`config.mk`:
```
export PLATFORM = sky130hd
export DESIGN_NAME = md5_candidate_generator
export DESIGN_NICKNAME = d
export VERILOG_FILES = /design/src/rtl/md5_candidate_generator.sv
export SDC_FILE = /design/constraint.sdc
export NUM_CORES = 1
export LEC_CHECK = 0
export BUFFER_PORTS_ARGS = -buffer_cell sky130_fd_sc_hd__buf_2
export CORE_AREA = 2 2 230 232
export DETAILED_ROUTE_END_ITERATION = 12
export DIE_AREA = 0 0 232 234
export PLACE_DENSITY = 0.47
export SLEW_MARGIN = 15
export SYNTH_ARGS = -nofsm -noshare
export SYNTH_HDL_FRONTEND = slang
export SYNTH_SLANG_ARGS = --single-unit
```
`constraint.sdc`:
```
create_clock -name CLK -period 4.1 [get_ports CLK]
set_clock_uncertainty 0.2 [all_clocks]
set_input_delay 0.205 -clock CLK [delete_from_list [all_inputs] [get_ports CLK]]
set_output_delay 0.205 -clock CLK [all_outputs]
set_load 0.005 [all_outputs]
```
`src/rtl/md5_candidate_generator.sv`:
```
// Walks the 32-bit candidate space and presents each value along with the padded MD5 block
// of its 8-char lowercase hex string, using a valid/ready handshake with pause/stop/restart.
module md5_candidate_generator #(
    parameter logic [31:0] OFFSET = 32'h0000_0000,
    parameter logic [31:0] STRIDE = 32'h0000_0001,
    parameter logic [31:0] LIMIT  = 32'hFFFF_FFFF
) (
    input  logic         CLK,
    input  logic         CPU_RESETN,
    input  logic         enable,
    input  logic         restart,
    input  logic         stop,
    input  logic         out_ready,
    output logic         out_valid,
    output logic [31:0]  candidate,
    output logic [511:0] message,
    output logic [31:0]  issued_count,
    output logic         status_paused,
    output logic         status_done,
    output logic         exhausted
);

    localparam int unsigned CAND_W = 32;
    localparam int unsigned MSG_W  = 512;
    localparam int unsigned WORD_W = 32;

    typedef enum logic [1:0] {
        ST_IDLE,
        ST_RUN,
        ST_PAUSED,
        ST_DONE
    } state_e;

    state_e              state_q, state_d;
    logic [CAND_W-1:0]   cand_q, cand_d;
    logic [CAND_W-1:0]   count_q, count_d;
    logic                valid_q, valid_d;
    logic                exh_q, exh_d;
    logic                paused_q, done_q;

    logic                xfer_c;
    logic [CAND_W:0]     next_cand_c;
    logic                past_limit_c;
    logic [CAND_W-1:0]   count_inc_c;

    // The 33-bit sum keeps OFFSET/STRIDE overflow visible to the limit compare.
    assign xfer_c       = valid_q && out_ready;
    assign next_cand_c  = {1'b0, cand_q} + {1'b0, STRIDE};
    assign past_limit_c = next_cand_c > {1'b0, LIMIT};
    assign count_inc_c  = (count_q == {CAND_W{1'b1}}) ? count_q : count_q + CAND_W'(1);

    // Next-state and next-output logic.
    always_comb begin
        state_d = state_q;
        cand_d  = cand_q;
        count_d = count_q;
        valid_d = valid_q;
        exh_d   = exh_q;

        if (restart) begin
            state_d = ST_IDLE;
            cand_d  = OFFSET;
            count_d = '0;
            valid_d = 1'b0;
            exh_d   = 1'b0;
        end else if (stop) begin
            state_d = ST_DONE;
            valid_d = 1'b0;
            exh_d   = 1'b0;
            if (xfer_c) begin
                count_d = count_inc_c;
            end
        end else begin
            unique case (state_q)
                ST_IDLE, ST_PAUSED: begin
                    if (enable) begin
                        state_d = ST_RUN;
                        valid_d = 1'b1;
                    end
                end
                ST_RUN: begin
                    if (xfer_c) begin
                        count_d = count_inc_c;
                        if (past_limit_c) begin
                            state_d = ST_DONE;
                            valid_d = 1'b0;
                            exh_d   = 1'b1;
                        end else begin
                            cand_d = next_cand_c[CAND_W-1:0];
                            if (!enable) begin
                                state_d = ST_PAUSED;
                                valid_d = 1'b0;
                            end
                        end
                    end else if (!enable && !valid_q) begin
                        state_d = ST_PAUSED;
                    end
                end
                ST_DONE: begin
                    valid_d = 1'b0;
                end
                default: begin
                    state_d = ST_IDLE;
                    valid_d = 1'b0;
                end
            endcase
        end
    end

    always_ff @(posedge CLK or negedge CPU_RESETN) begin
        if (!CPU_RESETN) begin
            state_q  <= ST_IDLE;
            cand_q   <= OFFSET;
            count_q  <= '0;
            valid_q  <= 1'b0;
            exh_q    <= 1'b0;
            paused_q <= 1'b0;
            done_q   <= 1'b0;
        end else begin
            state_q  <= state_d;
            cand_q   <= cand_d;
            count_q  <= count_d;
            valid_q  <= valid_d;
            exh_q    <= exh_d;
            paused_q <= (state_d == ST_PAUSED);
            done_q   <= (state_d == ST_DONE);
        end
    end

    function automatic logic [7:0] hex_char(input logic [3:0] n);
        return (n < 4'd10) ? (8'h30 + {4'h0, n}) : (8'h57 + {4'h0, n});
    endfunction

    // Char k of the hex string is nibble 7-k; four chars per word, char 0 in the low byte.
    always_comb begin
        message = '0;
        for (int k = 0; k < 8; k++) begin
            message[(k / 4) * WORD_W + (k % 4) * 8 +: 8] = hex_char(cand_q[(7 - k) * 4 +: 4]);
        end
        message[2 * WORD_W +: WORD_W]  = 32'h0000_0080;
        message[14 * WORD_W +: WORD_W] = 32'h0000_0040;
        message[MSG_W-1 -: WORD_W]     = '0;
    end

    assign out_valid     = valid_q;
    assign candidate     = cand_q;
    assign issued_count  = count_q;
    assign status_paused = paused_q;
    assign status_done   = done_q;
    assign exhausted     = exh_q;

endmodule

```
# After elaboration in Yosys (flattened, before gate mapping)
# Index checks and enable logic that the tools add are counted.
# W data, S select, Z words.
[totals] word_cells=97 regBits=70 out_inout_bits=580 inputBits=6
[op_classes] reduce_logical=14 add_sub_neg=18 magnitude_cmp=9 n_eq_ne=11 muxes=38
[ops] operator="$mux W32" count=10
[ops] operator="$add A7 B4 Y8 const A" count=8
[ops] operator="$mux W8" count=8
[ops] operator="$add A6 B4 Y7 const A" count=8
[ops] operator="$add A32 B1 Y33 const B" count=1
[ops] operator="$gt A33 B32 Y1 const B" count=1
[ops] operator="$add A32 B1 Y32 const B" count=1
[ops] operator="$eq A32 B32 Y1 const B" count=1
[ops] operator="$lt A4 B4 Y1 const B" count=8
[ops] operator="$mux W2" count=7
[ops] operator="$mux W1" count=11
[ops] operator="$reduce_bool A3 Y1" count=3
[ops] operator="$eq A2 B2 Y1 const B" count=4
[ops] operator="$ne A4 B4 Y1 const B" count=2
[ops] operator="$reduce_and A3 Y1" count=2
[ops] operator="$ne A5 B5 Y1 const B" count=1
[ops] operator="$ne A2 B2 Y1 const B" count=2
[ops] operator="$pmux W2 S2" count=1
[ops] operator="$reduce_and A4 Y1" count=1
[ops] operator="$reduce_bool A2 Y1" count=2
[ops] operator="$pmux W1 S3" count=1
[ops] operator="$eq A2 B1 Y1 const B" count=1
[ops] operator="$logic_and A1 B1 Y1" count=2
[ops] operator="$logic_not A1 Y1" count=2
[ops] operator="2 further kinds" count=2

# Longest topological paths before layout
# Gate-level depths: netlist of the first run.
[logic_depth] depth_word=8 mapped_depth=13 depth_no_buf=10

# Worst setup path after synthesis of the first run
# OpenSTA, ideal clock, no wires.
[synth_timing] path_kind="register to register" start="register cand_q[0] (netlist: candidate[0])" end="register cand_q[24] (netlist: candidate[24])" period_less_slack_ns=3.666 path_buffers=2 path_slack_ns=0.434 t_required_ns=3.774 t_arrival_ns=3.340 setup_ns=0.126 stages_incl_launch_ff=12 path_cell_list="dfrtp_1 ha_1 nand4_1 or4_1 buf_2 or4_1 a22oi_1 nand4_1 nor4_4 clkbuf_1 nor3_1 a221o_1"
[synth_between] elab_chain_cells=6 elab_cells_between_ends=9 classes_between="add/sub: 1; order compare: 1; eq/ne: 1; mux: 5; reduce/logical: 1"
[synth_rtl] element="from (decl)" line_no="35" text="logic [CAND_W-1:0] cand_q, cand_d;"
[synth_rtl] element="from (signal assigned)" line_no="121" text="cand_q <= cand_d;"
[synth_rtl] element="$add A32 B1 Y33 *" line_no="48" text="assign next_cand_c = {1'b0, cand_q} + {1'b0, STRIDE};"
[synth_rtl] element="parallel branches: the longest is 5 deep, another holds $gt A33 B32 Y1"
# Every way passes the cells marked *. The select of a mux whose other input is x is not followed.
# A chain may end at the register's enable or synchronous reset.

# Final worst setup path of the first run
[layout_timing] start="register cand_q[1] (netlist: candidate[1])" end="register cand_q[14] (netlist: candidate[14])"
# The elaborated chain is that of the path after synthesis.

==> flow_metrics.tcl, run 1 <==
set metrics [dict create \
    outcome "complete, no violations" \
    drive_gt1_share_pct 15.5 \
    synth-seq-cells 70 \
    async_flop_share_pct 100 \
    routedWlPerCell_um 11.9 \
    min-delay-start "enable" \
    report.final.slew_viol_count 0 \
    arrival_ns 3.88 \
    path_class "flip-flop to flip-flop" \
    hold_depth 3 \
    rsz0062_at_grt "no" \
    critPathRequiredTime_ns 4.19 \
    max_freq_ghz 0.264 \
    critPathSlowestCell "or4_4" \
    htree_levels 3 \
    clockRootBuffer "clkbuf_16" \
    ys.flop_type "dfrtp_1" \
    crit_start "candidate[1]" \
    yosys.cell_types.count 56 \
    setup_viol 0 \
    r2r_setup_slack_ns 0.31 \
    grt_antenna_before_repair 0 \
    insertion_delay_ns 0.35 \
    cts_setup_buffers 0 \
    dpl_cell_area_sq_mm 0.00843 \
    syn_inst 1082 \
    mostFrequentLayoutCell "conb_1" \
    hold_class "input port to flip-flop" \
    final_nets 1239 \
    hold_viol_final 0 \
    cts_tree "done" \
    crit_family "simple AND/OR/NAND/NOR gates" \
    ys_warn_count 0 \
    min_to "out_valid" \
    r2r-end "candidate[14]" \
    grt-ovfl-total 0 \
    synthesis.area_sq_mm 0.00853 \
    timing.final.crit_share_pct 92.4 \
    clk_pin_slew_worst_paths_ns 0.07 \
    worst-path-buf-inv 1 \
    power_uw 1690 \
    die_w_um 232 \
    crit_path_start_kind "flip-flop" \
    vias 6291 \
    cp_max_fo 29 \
    n_antenna_cell 0 \
    area_growth_pct 2.99 \
    p_leak_uw 0.00444 \
    grt_max_degree 42 \
    dr.pass1.iters 4 \
    grt_pass1_vias 5109 \
    synth_edf_count 0 \
    cts_buffers 9 \
    drtIter0Drc 208 \
    critPathCaptureType "flip-flop" \
    vdd_ir_drop_max_uv 170 \
    path_cells "ha_1 > nand4_1 > or4_4 > or4_1 > a22oi_1 > nand4_1 > or4_4 > a21oi_2 > buf_12 > a221o_1" \
    ioPinCount 586 \
    hpwlAfterDp_mm 18.2 \
    yosysSeqAreaShare_pct 20.5 \
    totalWireLength_mm 22.7 \
    cpPeakStageDelay_ns 0.62 \
    fp-row-count 84 \
    io_buffers 121 \
    dieArea_sq_mm 0.0543 \
    ant_nets 0 \
    grtUsageTotal_pct 7.77 \
    mostFrequentLayoutCells "conb_1, buf_2, dfrtp_1" \
    core_area_sq_mm 0.0520 \
    avgSynthCellArea_sq_um 7.88 \
    power.density_mw_per_mm2 192 \
    grt_pass1_wl_mm 31.8 \
    start_util_pct 16.4 \
    drv_cap 0 \
    worstMarginPinSlew_ns 0.795 \
    fin_crit_ns 3.79 \
    worstRegToRegCells 10 \
    final_area_sq_mm 0.00878 \
    rr_startpoint "candidate[1]" \
    clockBufferDepth 2 \
    final.fill_count 5905 \
    viasPerCell 3.30 \
    gp_congestion 0.790 \
    relSlewSlack_pct 46.5 \
    fin_setup_tns_ns 0 \
    post-route-drc-count 0 \
    clkSinkCount 70 \
    die_h_um 234 \
]
sequential cells by signal (all words and copies together), names as in the netlist:
signal and cells:
exhausted 1, candidate 32, out_valid 1, issued_count 32, state_q 2, status_paused 1
status_done 1
worst min-delay path: cells and delay by family:
family                 cells  cell delay (ns)
buffers and inverters      1             0.14
AOI/OAI and AO/OA          2             0.21
stage by stage:
step	util (%)	instances	worst slack, ns	hold WS [ns]
final	16.9	1907	0.312	0.0606
after detailed placement	16.2	1887	0.115	-0.164
after global routing	16.9	1907	0.0795	0.0931
after global placement	16.2	1887	0.155	-0.168
after floorplan	-	1544	0.434	-0.291
after CTS	16.9	1907	0.114	0.0432
cells in the mapped netlist (3+ instances only):
cell | n | area share [%]
nor2b_1 | 3 | 0.22
a221o_1 | 20 | 2.3
nor3_1 | 31 | 1.8
o21a_1 | 13 | 1.1
buf_4 | 465 | 41
nand2b_1 | 7 | 0.51
a211oi_1 | 3 | 0.26
a211o_1 | 3 | 0.31
a21oi_1 | 14 | 0.82
nor4b_1 | 5 | 0.51
nor3b_1 | 7 | 0.62
dfrtp_1 | 70 | 21
xor2_1 | 14 | 1.4
xnor2_1 | 31 | 3.2
and3_1 | 6 | 0.44
a22o_1 | 3 | 0.31
nand3_1 | 33 | 1.9
o31ai_1 | 3 | 0.26
buf_2 | 7 | 0.41
or4_1 | 9 | 0.79
and2_1 | 6 | 0.44
o21ai_0 | 25 | 1.5
and4_1 | 10 | 1.0
a22oi_1 | 7 | 0.62
nand2_1 | 62 | 2.7
nor2_1 | 67 | 2.9
inv_1 | 27 | 1.2
nand4_1 | 24 | 1.8
or3_1 | 8 | 0.59
o211ai_1 | 4 | 0.35
ha_1 | 18 | 2.6
nor4_1 | 14 | 1.0
a21o_1 | 3 | 0.26
clkbuf_1 | 34 | 1.5
worst max path at each step:
stage / depth (start not counted) / end / slack, ns
2_1_floorplan: 11 / candidate[24] / 0.43
3_3_place_gp: 10 / candidate[9] / 0.16
3_5_place_dp: 10 / candidate[9] / 0.11
4_1_cts: 10 / candidate[6] / 0.11
5_1_grt: 10 / candidate[29] / 0.08
6_report: 10 / candidate[14] / 0.31
cell type report:
class                      count  area (sq um)  area share, %
clock inverter                 5          58.8          0.670
sequential                    70          1750           19.9
clock buffer                  10           239           2.72
inverter                      27           101           1.15
timing repair buffer         169          1030           11.7
multi-input combinational    938          4740           54.0
tap                          688           861           9.80
cells by family (layout without fill, tap and decap cells):
logic type	count (synthesis)	in the layout	synth area share, %
AOI/OAI and AO/OA	109	109	9.20
xor gates and xnor gates	45	45	4.62
adders and majority gates	18	18	2.64
buffers and inverters	536	211	44.3
DFF	70	70	20.5
muxes	4	4	0.499
other	2	464	0.0881
and+or+nand+nor	298	298	18.1
routing by layer:
metal	global-route usage, %	part of all wire, %
met4	1.74	0.87
met2	12.8	49
met5	0	0
met3	1.74	6.2
met1	10.3	44
repair_timing:
item / CTS / global route
hold buffers: 5 / 0
resized for setup: 0 / 2
endpoints found under the hold margin: 74 / 0
setup endpoints to repair: 0 / 24
power breakdown:
| part | total, uW | switching (uW) | internal [uW] |
|---|---|---|---|
| registers | 699 | 4.21 | 694 |
| clock network | 824 | 338 | 486 |
| logic | 164 | 146 | 18.6 |
| total | 1690 | 488 | 1200 |
No activity file was read; power rests on OpenSTA's default activity.
==> run 2, diff against run 1 <==
Settings changed: CORE_AREA 2 2 230 232 to 2 2 229 231, DIE_AREA 0 0 232 234 to 0 0 231 233.
==> flow_metrics.tcl, run 2 (synthesis results as in run 1) <==
set metrics [dict create \
    critPathCaptureType "flip-flop" \
    drtIter0Drc 215 \
    worstRegToRegCells 10 \
    outcome "complete, no violations" \
    fp-row-count 83 \
    core_area_sq_mm 0.0511 \
    ant_nets 0 \
    fin_crit_ns 3.83 \
    ioPinCount 586 \
    final_nets 1239 \
    hold_viol_final 0 \
    cts_tree "done" \
    path_class "flip-flop to flip-flop" \
    fin_setup_tns_ns 0 \
    hpwlAfterDp_mm 18.3 \
    clockBufferDepth 2 \
    final_area_sq_mm 0.00872 \
    die_h_um 233 \
    mostFrequentLayoutCell "conb_1" \
    grt_max_degree 42 \
    grtUsageMet2_pct 13.1 \
    grt-busiest-layer "met2" \
    crit_path_start_kind "flip-flop" \
    grt-ovfl-total 0 \
    place_inst 1880 \
    totalWireLength_mm 22.7 \
    routedWlPerCell_um 11.9 \
    post-route-drc-count 0 \
    cp_max_fo 18 \
    drive_gt1_share_pct 15.3 \
    max_freq_ghz 0.261 \
    hold_class "input port to flip-flop" \
    vias 6317 \
    dpl_cell_area_sq_mm 0.00839 \
    rsz0062_at_grt "no" \
    rr_startpoint "candidate[17]" \
    cts_buffers 9 \
    r2r_setup_slack_ns 0.27 \
    clkSinkCount 70 \
    power.density_mw_per_mm2 188 \
    dpl_worst_slack_ns 0.187 \
    vdd_ir_drop_max_uv 181 \
    clk_pin_slew_worst_paths_ns 0.06 \
    crit_start "candidate[17]" \
    setup_ws_ns 0.274 \
    setup_viol 0 \
    grtUsageTotal_pct 7.75 \
    viasPerCell 3.32 \
    r2r-end "candidate[2]" \
    final-instance-count-excl-fill 1901 \
    report.final.slew_viol_count 0 \
    critPathRequiredTime_ns 4.13 \
    use_met3_pct 1.76 \
    dr.pass1.iters 5 \
    insertion_delay_ns 0.34 \
    cts_setup_buffers 0 \
    critPathCapture "candidate[2]" \
    htree_levels 3 \
    drv_cap 0 \
    grt_antenna_before_repair 0 \
    p_leak_uw 0.00442 \
    area_growth_pct 2.25 \
    grt_pass1_wl_mm 31.7 \
    gp_congestion 0.778 \
    worstMarginPinSlew_ns 0.762 \
    start_util_pct 16.7 \
    met1_usage_pct 10.1 \
    grt_pass1_vias 5104 \
    io_buffers 121 \
    die_w_um 231 \
    clockRootBuffer "clkbuf_16" \
    timing.final.crit_share_pct 93.3 \
    mostFrequentLayoutCells "conb_1, buf_2, dfrtp_1" \
    dieArea_sq_mm 0.0538 \
    relSlewSlack_pct 48.8 \
    arrival_ns 3.85 \
]
==> run 2: how the worst min path moves through the flow <==
| stage | from | to | cells past startpoint |
|---|---|---|---|
| CTS | enable | out_valid | 3 |
| floorplan | CPU_RESETN | candidate[0] | 0 |
| detailed placement | CPU_RESETN | issued_count[28] | 1 |
| finish | enable | out_valid | 3 |
| global placement | CPU_RESETN | issued_count[28] | 1 |
| global route | enable | out_valid | 3 |
==> run 2: report_power, final <==
group | internal (uW) | leakage [uW] | total [uW] | switching (uW)
Clock | 470 | 0.000137 | 780 | 310
Combinational | 17.2 | 0.00331 | 165 | 147
Sequential | 695 | 0.000973 | 699 | 3.80
==> run 2: per-layer routing <==
layer / part of all wire (%) / vias up
met2: 50 / 342
met1: 42 / 2997
li1: - / 2960
met5: 0 / -
met3: 7.1 / 18
met4: 0.91 / 0
==> run 2: repair_timing <==
| action | in CTS | in global routing |
|---|---|---|
| endpoints found under the hold margin | 24 | 0 |
| hold buffers | 4 | 0 |
| setup endpoints to repair | 0 | 12 |
| resized for setup | 0 | 1 |
==> run 2: layout make-up <==
type / count / area [sq um]
diodes: 1 / 2.50
inverters: 27 / 101
fillers: 5828 / 42400
repair buffers: 169 / 988
clock inverters: 4 / 47.5
well taps: 680 / 851
clock buffers: 12 / 236
multi-input cells: 938 / 4740
flip-flops and latches: 70 / 1750
==> run 2: critical path: stages, from the launching register on <==
cell and delay (ns):
dfrtp_1 0.55, ha_1 0.36, and4_1 0.30, nand4_1 0.17, or4_1 0.49, a22oi_1 0.21
nand4_1 0.21, nor4_4 0.39, nor2_1 0.22, buf_4 0.26, a221o_1 0.32
==> run 2: stage by stage <==
step	power, uW	utilization [%]	hold WS [ns]
6_report	1640	17.1	0.0598
5_1_grt	1730	17.1	0.108
4_1_cts	1660	17.0	0.0403
3_5_place_dp	863	16.4	0.0495
3_3_place_gp	862	16.4	0.0425
2_1_floorplan	1150	-	-0.291
==> run 3, diff against run 2 <==
Settings changed: MAX_ROUTING_LAYER set to met4.
==> flow_metrics.tcl, run 3 (synthesis results as in run 1) <==
set metrics [dict create \
    worstRegToRegCells 10 \
    outcome "complete, no violations" \
    relSlewSlack_pct 50.4 \
    hold_depth 3 \
    clockRootBuffer "clkbuf_16" \
    setup_ws_ns 0.284 \
    die_h_um 233 \
    ioPinCount 586 \
    die_w_um 231 \
    dpl_worst_slack_ns 0.187 \
    min_to "out_valid" \
    fin_crit_ns 3.82 \
    drtIter0Drc 212 \
    final_nets 1239 \
    hold_viol_final 0 \
    dr.pass1.iters 4 \
    clkSinkCount 70 \
    start_util_pct 16.7 \
    insertion_delay_ns 0.35 \
    grt_pass1_vias 5112 \
    hpwlAfterDp_mm 18.3 \
    clockBufferDepth 2 \
    path_class "flip-flop to flip-flop" \
    mostFrequentLayoutCell "conb_1" \
    worstMarginPinSlew_ns 0.737 \
    rr_startpoint "candidate[17]" \
    vias 6305 \
    dpl_cell_area_sq_mm 0.00839 \
    arrival_ns 3.85 \
    timing.final.crit_share_pct 93.1 \
    cpPeakStageDelay_ns 0.55 \
    p_leak_uw 0.00442 \
    critPathCaptureType "flip-flop" \
    hold_ws_ns 0.0607 \
    cts_tree "done" \
    grt_antenna_before_repair 0 \
    post-route-drc-count 0 \
    crit_path_start_kind "flip-flop" \
    area_growth_pct 2.25 \
    grt_pass1_wl_mm 31.7 \
    cp_max_fo 18 \
    htree_levels 3 \
    dieArea_sq_mm 0.0538 \
    grt_max_degree 42 \
    max_freq_ghz 0.262 \
    setup_viol 0 \
    crit_top_cell "nand4_1" \
    grtUsageTotal_pct 7.96 \
    vdd_ir_drop_max_uv 183 \
    ant_nets 0 \
    gp_congestion 0.788 \
    fin_setup_tns_ns 0 \
    report.final.slew_viol_count 0 \
    min-delay-start "enable" \
    rsz0062_at_grt "no" \
    drv_cap 0 \
    hold_class "input port to flip-flop" \
    final-instance-count-excl-fill 1901 \
    mostFrequentLayoutCells "conb_1, buf_2, dfrtp_1" \
    power.density_mw_per_mm2 189 \
    fp-row-count 83 \
    critPathSlowestCell "dfrtp_1" \
    io_buffers 121 \
    path_cells "ha_1 > and4_1 > nand4_1 > or4_1 > a22oi_1 > nand4_1 > nor4_4 > nor2_1 > buf_4 > a221o_1" \
    clk_pin_slew_worst_paths_ns 0.06 \
    cts_setup_buffers 0 \
    r2r-end "candidate[2]" \
    routedWlPerCell_um 12.0 \
    drive_gt1_share_pct 15.3 \
    place_inst 1880 \
    totalWireLength_mm 22.7 \
    r2r_setup_slack_ns 0.28 \
    core_area_sq_mm 0.0511 \
    critPathRequiredTime_ns 4.13 \
    cts_buffers 9 \
    viasPerCell 3.32 \
    grt-ovfl-total 0 \
    final_area_sq_mm 0.00872 \
]
==> run 3: layout make-up <==
class                      instances  area (sq um)
clock buffer                      12           236
tap                              680           851
clock inverter                     4          47.5
inverter                          27           101
sequential                        70          1750
antenna                            1          2.50
fill                            5828         42400
multi-input combinational        938          4740
timing repair buffer             169           988
==> run 3: metal layers <==
| layer | share of wire, % | track usage [%] | vias up |
|---|---|---|---|
| met1 | 42 | 10.1 | 2979 |
| met3 | 7.2 | 1.78 | 11 |
| li1 | - | - | 2966 |
| met2 | 50 | 13.1 | 349 |
| met4 | 0.71 | 1.45 | 0 |
| met5 | 0 | - | - |
==> run 3: through the flow <==
stage | util (%) | power (uW)
2_1_floorplan | - | 1150
3_3_place_gp | 16.4 | 862
3_5_place_dp | 16.4 | 863
4_1_cts | 17.0 | 1660
5_1_grt | 17.1 | 1730
6_report | 17.1 | 1650
==> run 3: power breakdown <==
part | switching (uW) | internal, uW | total (uW)
clock network | 313 | 470 | 783
registers | 3.92 | 695 | 699
logic | 147 | 17.2 | 165
total | 465 | 1180 | 1650
==> run 3: worst max-delay path: cells and delay by family (launching register included) <==
kind / cells / cell delay [ns]
AND/OR/NAND/NOR: 6 / 1.77
flip-flops: 1 / 0.55
AO/OA/AOI/OAI: 2 / 0.53
buffers and inverters: 1 / 0.26
adder cells (fa/ha/maj): 1 / 0.36
==> run 3: timing repair <==
action	4_1_cts	5_1_grt
gates resized for setup	0	1
setup endpoints to repair	0	12
hold buffers	4	0
endpoints found under the hold margin	24	0
==> run 3: worst max path at each step <==
stage / startpoint / end / slack, ns / cells past startpoint
2_1_floorplan: candidate[0] / candidate[24] / 0.43 / 11
3_3_place_gp: candidate[1] / candidate[9] / 0.23 / 10
3_5_place_dp: candidate[1] / candidate[2] / 0.19 / 10
4_1_cts: candidate[1] / candidate[2] / 0.18 / 10
5_1_grt: candidate[17] / candidate[18] / 0.08 / 10
6_report: candidate[17] / candidate[2] / 0.28 / 10
